<file path="src/rtl/mem_arbiter.sv">
// Two-requester round-robin arbiter and sequencer for the single-port data memory.
// Optional define MEMARB_LOCK_EN adds lock0/lock1 so a requester can hold the memory for read-modify-write.
module mem_arbiter #(
    parameter int AW     = 8,
    parameter int DW     = 8,
    parameter int RD_LAT = 1
) (
    input  logic          clk,
    input  logic          rst,
    input  logic          req0,
    input  logic          we0,
    input  logic [AW-1:0] addr0,
    input  logic [DW-1:0] wdata0,
    output logic          gnt0,
    output logic          rvalid0,
    output logic [DW-1:0] rdata0,
    input  logic          req1,
    input  logic          we1,
    input  logic [AW-1:0] addr1,
    input  logic [DW-1:0] wdata1,
    output logic          gnt1,
    output logic          rvalid1,
    output logic [DW-1:0] rdata1,
`ifdef MEMARB_LOCK_EN
    input  logic          lock0,
    input  logic          lock1,
`endif
    output logic [AW-1:0] memaddr,
    output logic [DW-1:0] memdata_in,
    output logic          memwr_en,
    input  logic [DW-1:0] memdata_o
);

    typedef enum logic [1:0] {
        ST_ARB     = 2'd0,
        ST_ACCESS  = 2'd1,
        ST_RD_WAIT = 2'd2,
        ST_RESP    = 2'd3
    } state_t;

    localparam logic [1:0] LAT_LOAD = 2'(RD_LAT - 1);

    state_t        r_state;
    logic          r_last;
    logic          r_sel;
    logic          r_we;
    logic [1:0]    r_cnt;

    logic          w_req0;
    logic          w_req1;
    logic          w_sel;
    logic          w_we;
    logic [AW-1:0] w_addr;
    logic [DW-1:0] w_wdata;

`ifdef MEMARB_LOCK_EN
    logic          r_locked;
    logic          w_lock_sel;

    assign w_lock_sel = r_sel ? lock1 : lock0;
`endif

    // Request masking under lock, round-robin winner and winner's command mux
    always_comb begin
        w_req0 = req0;
        w_req1 = req1;
`ifdef MEMARB_LOCK_EN
        // The lock owner is always r_last, since it was the most recent grant
        if (r_locked && !r_last && req0) begin
            w_req1 = 1'b0;
        end else if (r_locked && r_last && req1) begin
            w_req0 = 1'b0;
        end else begin
            w_req0 = req0;
            w_req1 = req1;
        end
`endif
        if (w_req0 && w_req1) begin
            w_sel = ~r_last;
        end else begin
            w_sel = w_req1;
        end
        if (w_sel) begin
            w_we    = we1;
            w_addr  = addr1;
            w_wdata = wdata1;
        end else begin
            w_we    = we0;
            w_addr  = addr0;
            w_wdata = wdata0;
        end
    end

    // Sequencer FSM; every output is registered and memaddr/memdata_in hold between accesses
    always_ff @(posedge clk or posedge rst) begin
        if (rst) begin
            r_state    <= ST_ARB;
            r_last     <= 1'b1;
            r_sel      <= 1'b0;
            r_we       <= 1'b0;
            r_cnt      <= 2'd0;
            gnt0       <= 1'b0;
            gnt1       <= 1'b0;
            rvalid0    <= 1'b0;
            rvalid1    <= 1'b0;
            rdata0     <= {DW{1'b0}};
            rdata1     <= {DW{1'b0}};
            memaddr    <= {AW{1'b0}};
            memdata_in <= {DW{1'b0}};
            memwr_en   <= 1'b0;
`ifdef MEMARB_LOCK_EN
            r_locked   <= 1'b0;
`endif
        end else begin
            gnt0     <= 1'b0;
            gnt1     <= 1'b0;
            rvalid0  <= 1'b0;
            rvalid1  <= 1'b0;
            memwr_en <= 1'b0;
            case (r_state)
                ST_ARB: begin
`ifdef MEMARB_LOCK_EN
                    r_locked <= 1'b0;
`endif
                    if (w_req0 || w_req1) begin
                        r_sel   <= w_sel;
                        r_we    <= w_we;
                        r_last  <= w_sel;
                        gnt0    <= ~w_sel;
                        gnt1    <= w_sel;
                        memaddr <= w_addr;
                        if (w_we) begin
                            memdata_in <= w_wdata;
                            memwr_en   <= 1'b1;
                        end else begin
                            memdata_in <= memdata_in;
                        end
                        r_state <= ST_ACCESS;
                    end else begin
                        r_state <= ST_ARB;
                    end
                end
                ST_ACCESS: begin
`ifdef MEMARB_LOCK_EN
                    r_locked <= w_lock_sel;
`endif
                    if (r_we) begin
                        r_state <= ST_ARB;
                    end else begin
                        r_cnt   <= LAT_LOAD;
                        r_state <= ST_RD_WAIT;
                    end
                end
                ST_RD_WAIT: begin
                    if (r_cnt == 2'd0) begin
                        if (r_sel) begin
                            rvalid1 <= 1'b1;
                            rdata1  <= memdata_o;
                        end else begin
                            rvalid0 <= 1'b1;
                            rdata0  <= memdata_o;
                        end
                        r_state <= ST_RESP;
                    end else begin
                        r_cnt <= r_cnt - 2'd1;
                    end
                end
                ST_RESP: begin
                    r_state <= ST_ARB;
                end
                default: begin
                    r_state <= ST_ARB;
                end
            endcase
        end
    end

endmodule

</file>
<file path="config.mk">
export PLATFORM = sky130hd
export DESIGN_NAME = mem_arbiter
export DESIGN_NICKNAME = d
export VERILOG_FILES = /design/src/rtl/mem_arbiter.sv
export SDC_FILE = /design/constraint.sdc
export NUM_CORES = 1
export LEC_CHECK = 0
export CORE_MARGIN = 8
export CORE_UTILIZATION = 30
export DETAILED_ROUTE_END_ITERATION = 7
export HOLD_SLACK_MARGIN = 0.06
export SYNTH_ARGS = -nofsm -noshare
export SYNTH_HDL_FRONTEND = slang
export SYNTH_SLANG_ARGS = --single-unit
export TNS_END_PERCENT = 10
</file>
<file path="constraint.sdc">
create_clock -name clk -period 1.72 [get_ports clk]
set_clock_uncertainty 0.15 [all_clocks]
set_input_delay 0.172 -clock clk [delete_from_list [all_inputs] [get_ports clk]]
set_output_delay 0.172 -clock clk [all_outputs]
set_load 0.1 [all_outputs]
</file>
; After elaboration in Yosys (flattened, before gate mapping)
; Cells that the tools add are included.
[totals]
regBits = 44
latchBits = 0
ram_bits = 0
romBits = 0
inputBits = 46
out_inout_bits = 37
elab_cells = 58
memories = 0
[classes]
add_sub_neg = 1
mul = 0
div_mod_pow = 0
n_lt_le_gt_ge = 0
n_eq_ne = 6
shift = 0
n_mux = 24
bitwise = 3
n_reduce_logical = 10
[ops]
columns = op, n
row1 = $mux 1, 16
row2 = $mux 8, 2
row3 = $reduce_and 3->1, 4
row4 = $mux 2, 4
row5 = $pmux 2 s4, 1
row6 = $ne 2x2->1 const B, 3
row7 = $eq 2x2->1 const B, 2
row8 = $logic_not 2->1, 2
row9 = $pmux 2 s2, 1
row10 = $not 1->1, 3
row11 = $eq 2x1->1 const B, 1
row12 = $reduce_and 2->1, 1
row13 = $reduce_bool 2->1, 1
row14 = $sub 2x1->2 const B, 1
row15 = $logic_and 1x1->1, 1
row16 = $logic_or 1x1->1, 1

; Longest topological paths before layout
; Gate-level depths: netlist of the first run.
[depth]
ltp_word = 6
depth_mapped = 6
mapped_depth_nobuf = 6

; Worst setup path before layout of the first run
; No wires, ideal clock.
[synth_path]
kind = flip-flop to flip-flop
start = reg r_state[0]
end = reg memdata_in[0]
setup_time_ps = 125
arrival_time_ps = 1405
t_required_ps = 1445
setup_slack_ps = 39
path_stages_with_launch = 6
path_buffers = 1
synth_period_minus_slack_ps = 1681
path_cell_list = dfrtp_1 nor2_2 and2_1 buf_4 o2bb2ai_4 mux2_2
[synth_between]
elab_chain_cells = 2
[synth_rtl]
columns = item, line_no
row1 = from (decl), 43  ; state_t r_state;
row2 = from (signal assigned), 97  ; r_state <= ST_ARB;
row3 = from (signal assigned), 138  ; r_state <= ST_ACCESS;
row4 = from (signal assigned), 140  ; r_state <= ST_ARB;
row5 = $logic_not 2->1, 120  ; case (r_state)
row6 = $reduce_and 3->1 (no source line), n/a
row7 = to (signal assigned), 109  ; memdata_in <= {DW{1'b0}};
row8 = to (signal assigned), 133  ; memdata_in <= w_wdata;
row9 = to (signal assigned), 136  ; memdata_in <= memdata_in;
row10 = to (decl), 29  ; output logic [DW-1:0] memdata_in,
; No other way between the ends.
; A chain may end at the register's enable or synchronous reset.

==> results of run 1 <==
-- layer usage --
layer  GRT usage  wire [µm]  vias to the layer above
met2       0.220       2940                       29
met5           0          0                        -
li1            -          -                      680
met4      0.0647        139                        0
met3      0.0336        151                        9
met1       0.127       1830                      717
-- cell usage in the layout (no fill, tap or decap) --
cell and count:
buf_12 40, ha_4 1, mux2i_1 1, a21boi_4 1, dlygate4sd3_1 1, bufinv_16 1, nor2_2 1, mux2_2 32
nand3b_1 2, o21ai_1 1, clkdlybuf4s50_1 45, a21oi_1 2, a21o_1 4, inv_1 3, nor2_4 2, clkbuf_8 7
nand3_2 1, dfrtp_1 43, buf_4 14, nand2_1 3, o2bb2ai_4 2, nor2_1 1, dfstp_2 1, and2b_2 1
nor2b_1 2, and2_4 1, inv_2 1, o21ai_0 5, and3_1 7, a221o_1 7, nand3_1 1
-- final timing paths --
check | from | endpoint | slack, ps
setup / recovery | flip-flop | rdata0[1]$_DFFE_PP0P_ | 50
hold / removal | addr0[4] | memaddr[4]$_DFFE_PP0P_ | 330
setup reg to reg | flip-flop | rdata0[1]$_DFFE_PP0P_ | 50
hold reg to reg | r_sel$_DFFE_PP0P_ | r_sel$_DFFE_PP0P_ | 390
max in group asynchronous | rst | r_cnt[1]$_DFFE_PP0P_ | 420
min in group asynchronous | rst | r_sel$_DFFE_PP0P_ | 570
-- per-stage QoR --
step / instance area, µm² / cells
after floorplan: 1830 / 128
after CTS: 3440 / 309
after detailed placement: 3270 / 299
final: 3460 / 309
after global routing: 3460 / 309
after global placement: 3270 / 299
-- worst max-delay path: stages, from the launching register on --
cell	delay, ps
dfrtp_1	400
buf_4	150
and2b_2	170
nand2_1	80
nor2_2	130
buf_12	140
mux2_2	330
-- layout make-up --
| type | count | area, µm² | area share |
|---|---|---|---|
| Clock inverter | 1 | 30.0 | 0.00868 |
| Clock buffer | 7 | 96.3 | 0.0278 |
| Timing Repair Buffer | 100 | 1370 | 0.395 |
| Multi-Input combinational cell | 78 | 757 | 0.219 |
| Sequential cell | 44 | 1100 | 0.319 |
| Tap cell | 75 | 93.8 | 0.0271 |
| Inverter | 4 | 15.0 | 0.00434 |
-- logic make-up (layout without fill, tap and decap cells) --
family          count (synthesis)  after routing  share of synthesized area
compound gates                 21             22                      0.102
fa+ha+maj                       1              1                    0.00683
buf+inv                         7            112                     0.0171
flops                          44             44                      0.602
mux                            33             33                      0.202
simple gates                   22             22                     0.0704
-- registers in the layout (all words and copies together) (netlist names), named ones only --
name,flops
memaddr,8
memdata_in,8
rdata0,8
rdata1,8
r_cnt,2
gnt0,1
gnt1,1
memwr_en,1
r_last,1
r_sel,1
r_state,1
r_we,1
rvalid0,1
rvalid1,1
-- timing repair --
item,CTS,global route
hold buffers,1,0
gates resized for setup,3,6
cloned,1,0
endpoints found under the setup margin,8,18
hold endpoints to repair,10,0
pin swaps,1,1
==> metrics.csv, run 1 <==
stage,metric,value,unit
detailed_routing,number of remaining DRC errors,0,
worst_setup_path,maximum fanout along the worst path,9,
timing,endpoints failing hold,0,
clock_network,setup bufs post-CTS,0,
timing,Worst slew margin,0.718,
layout,antenna cells,0,
synthesis,"flops & latches, synth",44,
worst_setup_path,crit path capture type,flip-flop,
timing,setup TNS,0,ps
timing,RSZ-0062 raised after global routing,yes,
synthesis,"top cells by count, synth","dfrtp_1, mux2_2, a221o_1, and3_1, o21ai_0",
synthesis,ranking of synthesized cells by area,"dfrtp_1, mux2_2, a221o_1, and3_1, a21o_1",
run_status,status,"complete, no violations",
timing,# setup viols final,0,
layout,"Core Util, Final",0.585,
grt,antenna violations before repair,0,
detailed_routing,routed vias,1435,
layout,Area Growth Syn to Fin,88.9,%
clock_network,"Clk Latency, worst-skew pair",290,ps
synthesis,Mapped Nets,175,
worst_setup_path,Setup CP Type,reg2reg,
timing,final hold slack,335,ps
synthesis,most common cell in the netlist,dfrtp_1,
floorplanning,I/O Pins,83,
detailed_routing,WL final,5070,µm
worst_setup_path,Required @ worst endpoint,1760,ps
grt,global-route wire length before repair,8340,µm
synthesis,dominant synthesized flop cell,dfrtp_1,
floorplanning,starting density of the core,0.309,
floorplanning,die area,8860,µm²
synthesis,Cells after Synth,128,
synthesis,"Warnings, synthesis",0,
clock_network,Num CTS Buffers,5,
clock_network,clk slew on worst S/H paths,80,ps
worst_hold_path,Hold Crit Class,in2reg,
detailed_routing,WL/cell,16.4,µm
worst_hold_path,WHS Path Cells,2,
worst_setup_path,CP Data Arrival Time,1710,ps
worst_setup_path,startpoint types,flip-flop,
synthesis,cell type with the largest total area after synthesis,dfrtp_1,
synthesis,register area share after synthesis,0.602,
timing,Final period util,0.972,
synthesis,synthesized area,1830,µm²
synthesis,top cell type's share of synthesized area,0.587,
clock_network,CTS root buf,clkbuf_8,
placement,Post-Place Setup Slack,-230,ps
placement,DPL Wire Length,4140,µm
clock_network,Clock Path Buffers,2,
worst_setup_path,Worst Reg-to-Reg Cells,6,
clock_network,CTS tree,done,
clock_network,Sinks on Clock Net,44,
layout,filler cell count,482,
detailed_routing,DRT Pass-1 Iters,3,
timing,measured slew at the worst slew-check pin,422,ps
floorplanning,row cnt,28,
timing,minimum clock period after layout,1670,ps
floorplanning,Core Region,5920,µm²
placement,number of port buffers,82,
grt,grt ovf,0,
synthesis,Avg Inst Size Synth,14.3,µm²
placement,Routability Congestion,0.811,
run,Max Cap Viol,0,
grt,Tot GR Track Use,0.123,
timing,fmax,0.598,GHz
clock_network,H-tree depth,2,
layout,share of layout cells above drive strength 1,0.453,
grt,largest net degree at the start of global routing,17,
detailed_routing,Post-DRT Antenna Nets,0,
grt,vias in the first global route,1619,
detailed_routing,post-DR vias/cell,4.64,
detailed_routing,initial DRC count,26,
synthesis,"Distinct cells, synth",25,
layout,Layout Nets,280,
timing,"Slew Viols, Final",0,
floorplanning,Die Ht,94.1,µm
floorplanning,Chip Width,94.1,µm
synthesis,async set or reset register ratio after synthesis,1.00,
synthesis,Post-synth EDFFs,0,
timing,"Worst Setup Slack, final",48.1,ps
Power of run 1 is not shown: default switching activity piles up to over one toggle a cycle in this logic, so the estimate is an artifact.
==> run 2: changes to the inputs <==
Settings changed: GPL_TIMING_DRIVEN from default to 0.
==> run 2 against run 1 <==
  * The run now ends with negative setup slack left
  * Final cell count is 1.9% lower
  * Non-clock buffer count is 5 lower
  * Critical path depth is 1 lower
  * Routed wire length is 5.1% lower
  * Worst hold slack worse by 280 ps
  * Via count is 4.3% lower
  * Worst setup slack worse by 56 ps
  * Final area is 12% lower
  * Sequential share of layout area is 4.6 points higher
  * Largest cell class is now registers
  * Highest routed layer unchanged
==> metrics.csv, run 2 (synthesized netlist as in run 1, its figures left out) <==
stage,metric,value,unit
run_status,status,finished with violations,
run_status,failing checks,negative setup slack,
detailed_routing,routed vias,1374,
detailed_routing,initial DRC count,23,
timing,"Worst Setup Slack, final",-7.67,ps
worst_setup_path,worst flop-to-flop path endpoint,memdata_in[7]$_DFFE_PP0P_,
placement,number of port buffers,82,
placement,Routability Congestion,0.708,
layout,design area,3030,µm²
grt,global-route wire length before repair,7800,µm
floorplanning,I/O Pins,83,
clock_network,CTS root buf,clkbuf_8,
detailed_routing,WL/cell,15.9,µm
worst_setup_path,Required @ worst endpoint,1750,ps
worst_setup_path,Worst Path Buf+Inv,1,
clock_network,"Clk Latency, worst-skew pair",290,ps
worst_setup_path,CP top delay family,flip-flops,
clock_network,Num CTS Buffers,5,
timing,RSZ-0062 raised after global routing,yes,
placement,DPL Wire Length,3680,µm
timing,fmax,0.579,GHz
worst_setup_path,maximum fanout along the worst path,10,
clock_network,Clock Path Buffers,2,
grt,largest net degree at the start of global routing,26,
floorplanning,row cnt,28,
layout,Layout Nets,274,
clock_network,CTS tree,done,
floorplanning,Die Ht,94.1,µm
grt,Tot GR Track Use,0.113,
floorplanning,starting density of the core,0.309,
worst_setup_path,crit-path max cell delay,450,ps
grt,grt ovf,0,
worst_setup_path,startpoint types,flip-flop,
worst_hold_path,Hold Crit Class,in2async,
timing,Worst slew margin,0.621,
worst_setup_path,R2R Setup Slk,-8,ps
layout,"Core Util, Final",0.512,
run,Max Cap Viol,0,
worst_setup_path,CP Cell Sequence,nor2_4 -> and2_1 -> buf_4 -> o2bb2ai_4 -> mux2_2,
timing,# setup viols final,7,
clock_network,Sinks on Clock Net,44,
worst_setup_path,Worst Reg-to-Reg Cells,5,
worst_setup_path,Crit-path slowest cell,dfrtp_2,
floorplanning,Core Region,5920,µm²
detailed_routing,post-DR vias/cell,4.53,
worst_setup_path,Crit path depth,5,
grt,vias in the first global route,1501,
timing,Final period util,1.00,
placement,Area after DPL,2770,µm²
clock_network,H-tree depth,2,
timing,endpoints failing hold,0,
timing,"Slew Viols, Final",0,
floorplanning,die area,8860,µm²
worst_setup_path,Setup CP Type,reg2reg,
layout,antenna cells,0,
worst_setup_path,crit path to,memdata_in[7]$_DFFE_PP0P_,
layout,most frequent cells in the layout,"clkdlybuf4s50_1, dfrtp_1, clkdlybuf4s15_2",
floorplanning,Chip Width,94.1,µm
detailed_routing,DRT Pass-1 Iters,4,
layout,Area Growth Syn to Fin,65.5,%
detailed_routing,Post-DRT Antenna Nets,0,
clock_network,clk slew on worst S/H paths,80,ps
detailed_routing,WL final,4810,µm
detailed_routing,number of remaining DRC errors,0,
layout,share of layout cells above drive strength 1,0.447,
grt,antenna violations before repair,0,
timing,measured slew at the worst slew-check pin,571,ps
layout,"most common cell after layout, fill and taps aside",clkdlybuf4s50_1,
timing,minimum clock period after layout,1730,ps
worst_setup_path,crit path capture type,flip-flop,
worst_setup_path,CP Data Arrival Time,1760,ps
[run 2: cell types whose count changed in the layout (fill, tap and decap cells not counted), moves of 2 or more]
cell | previous run | this run
buf_12 | 40 | 2
clkdlybuf4s15_2 | 0 | 36
dfrtp_1 | 43 | 41
buf_4 | 14 | 9
clkbuf_8 | 7 | 5
dfrtp_2 | 0 | 2
[run 2: worst min path at each step]
stage                                start                     end  slack, ps  depth (start not counted)
finish                                 rst   rdata0[0]$_DFFE_PP0P_         50                          2
floorplan                         addr0[0]  memaddr[0]$_DFFE_PP0P_        170                          1
global placement    memaddr[7]$_DFFE_PP0P_  memaddr[7]$_DFFE_PP0P_        320                          2
CTS                                    rst   rdata0[0]$_DFFE_PP0P_         60                          2
detailed placement  memaddr[7]$_DFFE_PP0P_  memaddr[7]$_DFFE_PP0P_        330                          2
global route                           rst   rdata0[5]$_DFFE_PP0P_        100                          2
[run 2: per-stage QoR]
| stage | setup TNS [ps] | hold WS (ps) | setup slack [ps] | instances |
|---|---|---|---|---|
| floorplan | 0 | 167 | 39.3 | 128 |
| global placement | -37710 | 319 | -622 | 285 |
| detailed placement | -10850 | 326 | -479 | 286 |
| CTS | -484 | 60.2 | -85.2 | 298 |
| global route | -642 | 99.1 | -87.6 | 303 |
| finish | -19.0 | 52.4 | -7.67 | 303 |
[run 2: area by class of cell]
cell class	count	area [µm²]
buffer	3	20.0
inverter	4	15.0
sequential	44	1100
clock buffer	6	72.6
timing repair buffer	92	961
multi-input combinational	77	729
tap	75	93.8
fill	521	2890
clock inverter	2	35.0
[run 2: what timing repair did]
item / CTS / global route
hold buffers: 0 / 0
gates resized for setup: 117 / 6
pin swaps: 2 / 1
buffers inserted: 4 / 5
setup endpoints to repair: 72 / 21
[run 2: worst reg2reg max path: cells and delay by family, from the launching register on]
family                 cells  cell delay [ps]
AOI/OAI and AO/OA          1              200
DFF                        1              450
buffers and inverters      1              130
muxes                      1              380
and+or+nand+nor            2              310
[run 2: per-layer routing]
layer	wire (µm)	track usage	up-vias
met2	2620	0.199	29
met5	0	0	-
met4	92	0.0555	0
li1	-	-	660
met3	152	0.0216	7
met1	1940	0.126	678
Power of run 2 is left out for the same reason.
==> run 3: changes to the inputs <==
Settings changed: CORE_MARGIN 8 to 2.
==> run 3 against run 2 <==
  * Die area fell by 24%
  * Non-clock buffer count fell by 4
  * Worst setup slack got worse by 11 ps
  * Routed wire length fell by 13%
  * Highest routed layer unchanged
  * Fmax fell by 0.64%
  * Register-to-register slack barely moved
  * Critical path depth did not move
  * The run still ends with negative setup slack left
  * Flip-flop and latch count did not move
  * Clock-buffer cell count rose by 1
  * Via count fell by 2.0%
  * Worst hold slack improved by 290 ps
  * Sequential share of layout area rose by 0.26 points
==> metrics.csv, run 3 (synthesized netlist as in run 1, its figures left out) <==
stage,metric,value,unit
run_status,status,finished with violations,
run_status,failing checks,negative setup slack,
worst_hold_path,Hold Crit Class,in2reg,
clock_network,clk slew on worst S/H paths,80,ps
timing,"Slew Viols, Final",0,
detailed_routing,Post-DRT Antenna Nets,0,
worst_setup_path,crit-path max cell delay,500,ps
timing,Final period util,1.01,
grt,vias in the first global route,1402,
clock_network,Clock Path Buffers,2,
floorplanning,row cnt,28,
placement,DPL Wire Length,3200,µm
timing,minimum clock period after layout,1740,ps
layout,share of layout cells above drive strength 1,0.438,
floorplanning,starting density of the core,0.309,
worst_setup_path,maximum fanout along the worst path,10,
worst_setup_path,most frequent CP cell,mux2_2,
timing,final hold slack,341,ps
placement,Routability Congestion,0.704,
worst_setup_path,Worst Reg-to-Reg Cells,5,
timing,RSZ-0062 raised after global routing,yes,
clock_network,Sinks on Clock Net,44,
detailed_routing,DRT Pass-1 Iters,2,
timing,fmax,0.575,GHz
placement,number of port buffers,82,
grt,GR Layer Usage met2,0.225,
grt,met3 Usage GRT,0.0293,
grt,GR Util met1,0.169,
detailed_routing,initial DRC count,42,
floorplanning,Core Region,5920,µm²
grt,global-route wire length before repair,6820,µm
grt,grt ovf,0,
layout,Area Growth Syn to Fin,64.3,%
layout,post-route non-filler standard cell count,299,
timing,"Worst Setup Slack, final",-18.8,ps
timing,setup TNS,-61.2,ps
detailed_routing,routed vias,1347,
worst_setup_path,CP Cell Sequence,clkdlybuf4s50_1 -> a21boi_4 -> buf_2 -> mux2_2 -> mux2_2,
floorplanning,die area,6750,µm²
grt,largest net degree at the start of global routing,35,
worst_hold_path,WHS Path Cells,2,
worst_setup_path,CP Data Arrival Time,1760,ps
worst_setup_path,startpoint types,primary input,
floorplanning,I/O Pins,83,
worst_setup_path,crit path capture type,flip-flop,
placement,Post-Place Setup Slack,-519,ps
worst_setup_path,Required @ worst endpoint,1740,ps
detailed_routing,WL/cell,14.0,µm
worst_setup_path,Crit-path slowest cell,clkdlybuf4s50_1,
layout,most frequent cells in the layout,"clkdlybuf4s50_1, dfrtp_1, clkdlybuf4s15_2",
worst_setup_path,Setup CP Type,in2reg,
grt,GRT Max-Usage Layer,met2,
grt,Tot GR Track Use,0.134,
clock_network,Num CTS Buffers,5,
layout,Layout Nets,270,
floorplanning,Die Ht,82.1,µm
detailed_routing,WL final,4190,µm
layout,"most common cell after layout, fill and taps aside",clkdlybuf4s50_1,
grt,antenna violations before repair,0,
clock_network,CTS root buf,clkbuf_8,
detailed_routing,post-DR vias/cell,4.51,
detailed_routing,number of remaining DRC errors,0,
run,Max Cap Viol,0,
timing,measured slew at the worst slew-check pin,570,ps
timing,Worst slew margin,0.622,
floorplanning,Chip Width,82.1,µm
placement,Placed Cells,286,
clock_network,"Clk Latency, worst-skew pair",290,ps
clock_network,CTS tree,done,
timing,# setup viols final,8,
clock_network,H-tree depth,2,
timing,endpoints failing hold,0,
layout,antenna cells,0,
-- run 3: worst max-delay path, delay by kind of cell --
| family | cells | cell delay [ps] |
|---|---|---|
| buf+inv | 2 | 740 |
| mux | 2 | 620 |
| compound gates | 1 | 220 |
-- run 3: worst paths after layout --
kind / from / endpoint / slack (ps)
worst max-delay path: req1 / memdata_in[0]$_DFFE_PP0P_ / -20
worst min-delay path: addr0[1] / memaddr[1]$_DFFE_PP0P_ / 340
worst max register to register: flip-flop / memdata_in[7]$_DFFE_PP0P_ / 0
worst min register to register: memaddr[7]$_DFFE_PP0P_ / memaddr[7]$_DFFE_PP0P_ / 350
max in group asynchronous: rst / r_last$_DFFE_PP1P_ / 360
min in group asynchronous: rst / rdata0[5]$_DFFE_PP0P_ / 540
-- run 3: stage by stage --
stage,utilization,cell area [µm²]
6_report,0.508,3010
3_5_place_dp,0.467,2770
2_1_floorplan,-,1830
5_1_grt,0.508,3010
3_3_place_gp,0.464,2750
4_1_cts,0.505,2990
-- run 3: layout make-up --
class                      instances  area, µm²
buffer                             3       17.5
clock buffer                       7       96.3
clock inverter                     1       30.0
fill                             534       2910
inverter                           4       15.0
multi-input combinational         77        719
sequential                        44       1100
tap                               75       93.8
timing repair buffer              88        933
-- run 3: metal layers --
layer / vias up / routed length, µm / share of wire
met5: - / 0 / 0
met4: 0 / 72 / 0.017
met3: 8 / 141 / 0.034
met2: 29 / 2190 / 0.52
met1: 651 / 1790 / 0.43
li1: 659 / - / -
-- run 3: repair_timing --
| action | CTS | global route |
|---|---|---|
| setup endpoints to repair | 72 | 21 |
| buffers inserted | 3 | 1 |
| hold buffers | 1 | 0 |
| hold endpoints to repair | 10 | 0 |
| resized for setup | 117 | 5 |
| pin swaps | 2 | 1 |
Power of run 3 is left out for the same reason.
